### config.mk
export PLATFORM = sky130hd
export DESIGN_NAME = map_gen_flat
export DESIGN_NICKNAME = d
export VERILOG_FILES = /design/src/rtl/map_gen_if.sv /design/src/rtl/map_gen.sv /design/src/flat_wrapper.sv
export SDC_FILE = /design/constraint.sdc
export NUM_CORES = 1
export LEC_CHECK = 0
export BUFFER_PORTS_ARGS = -buffer_cell sky130_fd_sc_hd__buf_2
export CORE_MARGIN = 5
export CORE_UTILIZATION = 50
export DETAILED_ROUTE_END_ITERATION = 6
export GPL_TIMING_DRIVEN = 0
export PLACE_DENSITY = 0.76
export SETUP_SLACK_MARGIN = 0.3
export SLEW_MARGIN = 15
export SYNTH_ARGS = -nofsm -noshare
export SYNTH_HDL_FRONTEND = slang
export SYNTH_SLANG_ARGS = --single-unit
### constraint.sdc
create_clock -name clk -period 2.1 [get_ports clk]
set_input_delay 0.315 -clock clk [delete_from_list [all_inputs] [get_ports clk]]
set_output_delay 0.315 -clock clk [all_outputs]
set_load 0.005 [all_outputs]
### src/rtl/map_gen_if.sv
// Handshake and map-RAM write bundle for map_gen.
interface map_gen_if;
    logic        start;
    logic [15:0] seed;
    logic        busy;
    logic        done;
    logic        edit_valid;
    logic        edit_ready;
    logic [14:0] edit_addr;
    logic [3:0]  edit_data;
    logic [14:0] write_addr;
    logic [3:0]  write_data;
    logic        write_en;

    modport master (
        output start, seed, edit_valid, edit_addr, edit_data,
        input  busy, done, edit_ready, write_addr, write_data, write_en
    );
    modport slave (
        input  start, seed, edit_valid, edit_addr, edit_data,
        output busy, done, edit_ready, write_addr, write_data, write_en
    );
endinterface

### src/rtl/map_gen.sv
// Voxel map generator: fills a 32x32x32 block map column by column, plus single-block edits.
// Define MAP_GEN_TERRAIN_EN for LFSR-driven random-walk terrain; otherwise the surface is flat.
module map_gen #(
    parameter int BASE_HEIGHT = 12,
    parameter int MIN_HEIGHT  = 4,
    parameter int MAX_HEIGHT  = 24,
    parameter int DIRT_DEPTH  = 3
) (
    input logic       clk,
    input logic       rst,
    map_gen_if.slave  bus
);
    typedef enum logic [1:0] {IDLE, FILL, DONE} state_t;

    state_t      state, state_n;
    logic [14:0] cnt;
    logic [4:0]  h_q, h_new;
    logic [4:0]  y;
    logic [5:0]  y_dirt;
    logic [3:0]  blk;
    logic        col_beat, start_acc, edit_acc;
    logic [14:0] wa_q;
    logic [3:0]  wd_q;
    logic        we_q, done_q;

    assign y          = cnt[4:0];
    assign y_dirt     = {1'b0, y} + 6'(DIRT_DEPTH);
    assign col_beat   = (y == 5'd0);
    assign start_acc  = bus.start && (state != FILL);
    assign edit_acc   = bus.edit_valid && bus.edit_ready;

    assign bus.edit_ready = (state != FILL) && !bus.start;
    assign bus.busy       = (state == FILL);
    assign bus.done       = done_q;
    assign bus.write_en   = we_q;
    assign bus.write_addr = wa_q;
    assign bus.write_data = wd_q;

`ifdef MAP_GEN_TERRAIN_EN
    logic [15:0] lfsr, lfsr_step, seed_ld;

    assign lfsr_step = {1'b0, lfsr[15:1]} ^ (lfsr[0] ? 16'hB400 : 16'h0000);
    assign seed_ld   = (bus.seed == 16'h0000) ? 16'hACE1 : bus.seed;

    // Random walk on the pre-step LFSR bits, clamped to the legal surface band.
    always_comb begin
        h_new = h_q;
        case (lfsr[1:0])
            2'b00:   h_new = (h_q > 5'(MIN_HEIGHT)) ? h_q - 5'd1 : 5'(MIN_HEIGHT);
            2'b11:   h_new = (h_q < 5'(MAX_HEIGHT)) ? h_q + 5'd1 : 5'(MAX_HEIGHT);
            default: h_new = h_q;
        endcase
    end

    always_ff @(posedge clk or posedge rst) begin
        if (rst)                          lfsr <= 16'hACE1;
        else if (start_acc)               lfsr <= seed_ld;
        else if (state == FILL && col_beat) lfsr <= lfsr_step;
    end
`else
    logic unused_seed;
    assign unused_seed = ^bus.seed;
    assign h_new       = 5'(BASE_HEIGHT);
`endif

    // y==0 is always bedrock, so the held height only matters from y==1 onward.
    always_comb begin
        if (col_beat)                 blk = 4'd4;
        else if (y > h_q)             blk = 4'd0;
        else if (y == h_q)            blk = 4'd1;
        else if (y_dirt >= {1'b0, h_q}) blk = 4'd2;
        else                          blk = 4'd3;
    end

    always_comb begin
        state_n = state;
        case (state)
            IDLE:    if (bus.start) state_n = FILL;
            FILL:    if (cnt == 15'h7FFF) state_n = DONE;
            DONE:    if (bus.start) state_n = FILL;
            default: state_n = IDLE;
        endcase
    end

    always_ff @(posedge clk or posedge rst) begin
        if (rst) state <= IDLE;
        else     state <= state_n;
    end

    always_ff @(posedge clk or posedge rst) begin
        if (rst) begin
            cnt    <= '0;
            h_q    <= 5'(BASE_HEIGHT);
            we_q   <= 1'b0;
            wa_q   <= '0;
            wd_q   <= '0;
            done_q <= 1'b0;
        end else begin
            we_q <= 1'b0;
            if (start_acc) begin
                cnt    <= '0;
                h_q    <= 5'(BASE_HEIGHT);
                done_q <= 1'b0;
            end else if (state == FILL) begin
                we_q <= 1'b1;
                wa_q <= {cnt[4:0], cnt[14:5]};
                wd_q <= blk;
                cnt  <= cnt + 15'd1;
                if (col_beat)          h_q    <= h_new;
                if (cnt == 15'h7FFF)   done_q <= 1'b1;
            end else if (edit_acc) begin
                we_q <= 1'b1;
                wa_q <= bus.edit_addr;
                wd_q <= bus.edit_data;
            end
        end
    end
endmodule

### src/flat_wrapper.sv
// flat-port wrapper written by rule: the top's interface ports become plain ports
module map_gen_flat 
#(
    parameter int BASE_HEIGHT = 12,
    parameter int MIN_HEIGHT  = 4,
    parameter int MAX_HEIGHT  = 24,
    parameter int DIRT_DEPTH  = 3
)
  (clk, rst, bus_start, bus_seed, bus_edit_valid, bus_edit_addr, bus_edit_data, bus_busy, bus_done, bus_edit_ready, bus_write_addr, bus_write_data, bus_write_en);
  map_gen_if bus_i ();
  input logic clk;
  input logic rst;
  input wire logic [$bits(bus_i.start)-1:0] bus_start;
  input wire logic [$bits(bus_i.seed)-1:0] bus_seed;
  input wire logic [$bits(bus_i.edit_valid)-1:0] bus_edit_valid;
  input wire logic [$bits(bus_i.edit_addr)-1:0] bus_edit_addr;
  input wire logic [$bits(bus_i.edit_data)-1:0] bus_edit_data;
  output wire logic [$bits(bus_i.busy)-1:0] bus_busy;
  output wire logic [$bits(bus_i.done)-1:0] bus_done;
  output wire logic [$bits(bus_i.edit_ready)-1:0] bus_edit_ready;
  output wire logic [$bits(bus_i.write_addr)-1:0] bus_write_addr;
  output wire logic [$bits(bus_i.write_data)-1:0] bus_write_data;
  output wire logic [$bits(bus_i.write_en)-1:0] bus_write_en;
  assign bus_i.start = bus_start;
  assign bus_i.seed = bus_seed;
  assign bus_i.edit_valid = bus_edit_valid;
  assign bus_i.edit_addr = bus_edit_addr;
  assign bus_i.edit_data = bus_edit_data;
  assign bus_busy = bus_i.busy;
  assign bus_done = bus_i.done;
  assign bus_edit_ready = bus_i.edit_ready;
  assign bus_write_addr = bus_i.write_addr;
  assign bus_write_data = bus_i.write_data;
  assign bus_write_en = bus_i.write_en;
  map_gen #(.BASE_HEIGHT(BASE_HEIGHT), .MIN_HEIGHT(MIN_HEIGHT), .MAX_HEIGHT(MAX_HEIGHT), .DIRT_DEPTH(DIRT_DEPTH)) u_core (.clk(clk), .rst(rst), .bus(bus_i));
endmodule
# [Yosys cells after proc, flatten, opt, wreduce, memory -nomap -nowiden]
# Cells that the tools add are included.
[word_totals] ff_bits=43 input_bits=39
[classes] add_sub_neg=2 magnitude_cmp=2 n_mux=22 n_eq_ne=7 reduce_logical=15 bitwise_logic=1
[ops] op="$mux W15" count=4
[ops] op="$mux W4" count=5
[ops] op="$add A15 B1 Y15 const B" count=1
[ops] op="$eq A15 B15 Y1 const B" count=1
[ops] op="$mux W5" count=3
[ops] op="$reduce_and A2 Y1" count=4
[ops] op="$reduce_bool A2 Y1" count=4
[ops] op="$mux W1" count=7
[ops] op="$add A5 B2 Y6 const B" count=1
[ops] op="$ge A6 B5 Y1" count=1
[ops] op="$ne A2 B1 Y1 const B" count=3
[ops] op="$eq A5 B5 Y1" count=1
[ops] op="$gt A5 B5 Y1" count=1
[ops] op="$logic_not A5 Y1" count=1
[ops] op="$mux W2" count=2
[ops] op="$pmux W2 S2" count=1
[ops] op="$logic_and A1 B1 Y1" count=3
[ops] op="$eq A2 B1 Y1 const B" count=1
[ops] op="$eq A2 B2 Y1 const B" count=1
[ops] op="$logic_not A2 Y1" count=1
[ops] op="$reduce_or A2 Y1" count=1
[ops] op="$logic_not A1 Y1" count=1
[ops] op="$not A1 Y1" count=1

# [Logic depth before layout (Yosys ltp)]
[depth] ltp_word=7 ltp_mapped=6 depth_no_buf=6

# [Worst setup path after synthesis]
# Ideal clock, no wire load.
[synth_path] kind="register to register" from="reg u_core.cnt[0]" to="reg u_core.cnt[14]" stages_incl_launch_ff=6 period_less_slack_ps=1486 setup_ps=119 t_arrival_ps=1367 required_time_ps=1981 n_path_buf=0 path_slack_ps=614 cell_sequence="dfrtp_1 -> ha_1 -> nand3_1 -> nor4_2 -> o211ai_1 -> nor2b_1"
[synth_via] elab_chain_cells=3
[synth_lines] element="start: declaration" line="map_gen.sv:16" source="logic [14:0] cnt;"
[synth_lines] element="start signal: assignment" line="map_gen.sv:108" source="cnt <= cnt + 15'd1;"
[synth_lines] element="$add A15 B1 Y15" line="map_gen.sv:108"
[synth_lines] element="$mux W15" line="map_gen.sv:104" source="end else if (state == FILL) begin"
[synth_lines] element="$mux W15" line="map_gen.sv:100" source="if (start_acc) begin"
# No other way between the ends. The select of a mux whose other input is x is not followed.
# A chain may end at the register's enable or synchronous reset.

# [Final worst setup path]
[layout_path] from="reg u_core.state[1]" to="out bus_busy"
[layout_via] elab_chain_cells=1
[layout_lines] element="start: declaration" line="map_gen.sv:15" source="state_t state, state_n;"
[layout_lines] element="start signal: assignment" line="map_gen.sv:87" source="else state <= state_n;"
[layout_lines] element="$eq A2 B1 Y1" line="map_gen.sv:33" source="assign bus.busy = (state == FILL);"
[layout_lines] element="end: declaration" line="flat_wrapper.sv:18" source="output wire logic [$bits(bus_i.busy)-1:0] bus_busy;"
# No other way between the ends.

==> flow_summary.ini <==
[run_status]
outcome = finished clean

[yosys]
synth.distinct_cells = 34
synth_cells = 188
ys_ff_latch = 38
avgSynthCellArea_um2 = 10.1
yosys_warnings = 0
syn_nets = 230
syn_area_um2 = 1900
seq_area_frac_synth_pct = 50.1

[critical_path]
critical_path_arrival_ps = 1390
critical_path_class = reg2out
cp_data_required_time_ps = 1780
crit_family = buffers and inverters
startpoint_type = register
path_cells = nand2b_1, buf_6, inv_2, clkbuf_4, buf_2
max_stage_delay_ps = 370
crit_buf_inv = 4
end_kind = primary output
crit_fanout = 10
slowest_stage = dfrtp_1

[clocking]
cts_htree_levels = 2
numCtsBuffers = 5
numClockSinks = 38
clk_latency_ps = 290
path_clk_slew_ps = 70
ctsLongestPathBuffers = 2
cts_tree = yes
cts_root_buf = clkbuf_8
postCtsSetupBuffers = 0

[route]
drt-initial-drc-count = 83
post_drt_wl_per_cell_um = 15.0
drtPass1Iterations = 4
wirelength_um = 4340
ant_nets = 0
vias_per_cell = 5.37
vias = 1557
drc = 0

[grt]
grt_usage_pct = 18.4
grtUsageMet2_pct = 30.1
grt_use_met3_pct = 3.23
grt_max_degree = 29
grt_pass1_wl_um = 7490
use_met1_pct = 23.9
grt_pass1_vias = 1665
antenna_found_initial = 0
busiest_layer = met2
overflow = 0

[run]
drv_cap = 0

[placement]
io_buffers = 45
hpwl_um = 3180
gp_congestion = 0.783
dp_cells = 282

[floorplan]
row_count = 22
start_util_pct = 51.9
die_w_um = 71.6
num_io_pins = 62
core-area_um2 = 3660
fp.dieH_um = 71.6
die-area_um2 = 5130

[power_and_ir_drop]
p_leak_nw = 1.24
p_per_area_nw_per_um2 = 907
peakVddDrop_v = 0.000541

[cells_and_area]
syn2layout_area_growth_pct = 21.4
finalNetCount = 284
fillers = 321
num_antenna_cells = 0
layout.cells.non_filler = 290
drive_gt1_share_pct = 27.7
mostFrequentLayoutCells = buf_2 (48), dfrtp_1 (38), nand2_1 (34)
final_common_cell = buf_2

[timing]
finalSetupTns_ps = 0
fmax_mhz = 586
hold_viol_final = 0
post-route-min-period_ps = 1710
tightest_slew_ps = 487
slew_headroom_pct = 67.5
slew_viol_final = 0
finalSetupViolCount = 0
rsz0062_at_grt = false
period_share_pct = 81.3
fin_skew_ps = 6.56

[worst_hold_path]
hp-class = in2reg
==> path summary, 6_finish.rpt <==
path	start	endpoint	slack, ps	cells past startpoint
min in group asynchronous	rst	u_core.bus.write_addr[11]	510	3
max reg2reg	u_core.cnt[1]	u_core.cnt[14]	410	5
max in group asynchronous	rst	u_core.bus.write_data[0]	1160	4
min	bus_start	u_core.cnt[1]	240	2
min reg2reg	u_core.bus.done	u_core.bus.done	480	2
max	u_core.state[1]	bus_busy	390	5
==> cell families (layout without fill, tap and decap cells) <==
| kind of cell | count (synthesis) | count (layout) | share of synthesized area (%) |
|---|---|---|---|
| adder cells (fa/ha/maj) | 3 | 3 | 1.98 |
| AND/OR/NAND/NOR | 63 | 63 | 17.3 |
| multiplexers | 25 | 25 | 13.2 |
| flip-flops | 38 | 38 | 50.1 |
| buffers and inverters | 17 | 71 | 4.35 |
| XOR/XNOR | 2 | 2 | 0.922 |
| AO/OA/AOI/OAI | 40 | 40 | 12.3 |
==> cell usage after synthesis <==
| cell | instances | share of area [%] |
|---|---|---|
| o21ai_0 | 21 | 5.5 |
| nand4_4 | 1 | 1.1 |
| o31a_1 | 1 | 0.46 |
| and3_1 | 2 | 0.66 |
| or2_2 | 1 | 0.33 |
| nand2_1 | 34 | 6.7 |
| o31ai_1 | 3 | 1.2 |
| nand3_1 | 10 | 2.6 |
| nor2_1 | 5 | 0.99 |
| a21boi_0 | 1 | 0.40 |
| nor4_2 | 1 | 0.66 |
| clkbuf_1 | 4 | 0.79 |
| dfrtp_1 | 38 | 50 |
| and4_1 | 1 | 0.46 |
| ha_1 | 3 | 2.0 |
| nand2b_1 | 4 | 1.3 |
| o21ai_1 | 3 | 0.79 |
| a21o_1 | 2 | 0.79 |
| nand4_1 | 1 | 0.33 |
| inv_1 | 6 | 1.2 |
| xor2_1 | 2 | 0.92 |
| or3_4 | 1 | 0.59 |
| nor2b_1 | 1 | 0.33 |
| a32oi_1 | 1 | 0.46 |
| buf_6 | 1 | 0.59 |
| o311ai_1 | 1 | 0.46 |
| o22ai_1 | 3 | 0.99 |
| buf_2 | 3 | 0.79 |
| o211ai_1 | 1 | 0.40 |
| mux2i_1 | 25 | 13 |
| inv_2 | 1 | 0.20 |
| a21oi_1 | 3 | 0.79 |
| nor4_4 | 1 | 1.1 |
| buf_4 | 2 | 0.79 |
==> layer usage <==
metal | wire length (um) | vias up
li1 | - | 765
met1 | 1910 | 748
met2 | 2080 | 32
met3 | 248 | 12
met4 | 94 | 0
met5 | 0 | -
==> worst reg2reg max path, stage by stage (launching register included) <==
cell	delay [ps]
dfrtp_1	460
ha_1	240
nand3_1	200
nor4_4	420
o211ai_1	120
nor2b_1	140
==> sequential cells by signal, indices dropped and copies added, names as in the netlist <==
register               count
u_core.state               2
u_core.cnt                15
u_core.bus.write_addr     15
u_core.bus.write_en        1
u_core.bus.done            1
u_core.bus.write_data      4
==> where the power goes <==
group          internal [mW]  switching (mW)
sequential             0.876           0.117
combinational          0.292           0.337
clock                  0.223           0.247
==> what timing repair did <==
| action | 4_1_cts | 5_1_grt |
|---|---|---|
| endpoints found under the setup margin | 1 | 5 |
| endpoints found under the hold margin | 10 | 0 |
| hold buffers | 1 | 0 |
| resized for setup | 1 | 3 |
==> cell type report <==
type                            instances  area (um^2)  share of cell area [%]
Tap cell                               48         60.1                    2.60
Clock buffer                            5         68.8                    2.98
Timing Repair Buffer                   47          255                    11.1
Sequential cell                        38          951                    41.2
Buffer                                 10         60.1                    2.60
Clock inverter                          2         10.0                   0.434
Multi-Input combinational cell        133          875                    37.9
Inverter                                7         26.3                    1.14
==> metrics by stage <==
stage | total power, mW | util [%] | hold WS (ps) | cell area [um^2] | setup WS, ps
after CTS | 2.11 | 62.7 | 231 | 2290 | 324
after global routing | 2.24 | 63.0 | 248 | 2310 | 318
final | 2.09 | 63.0 | 240 | 2310 | 392
after global placement | 1.60 | 59.7 | 458 | 2180 | 419
after floorplan | 1.41 | - | 413 | 1900 | 614
after detailed placement | 1.64 | 60.2 | 254 | 2200 | 371
Power figures use the tool's default switching activity.
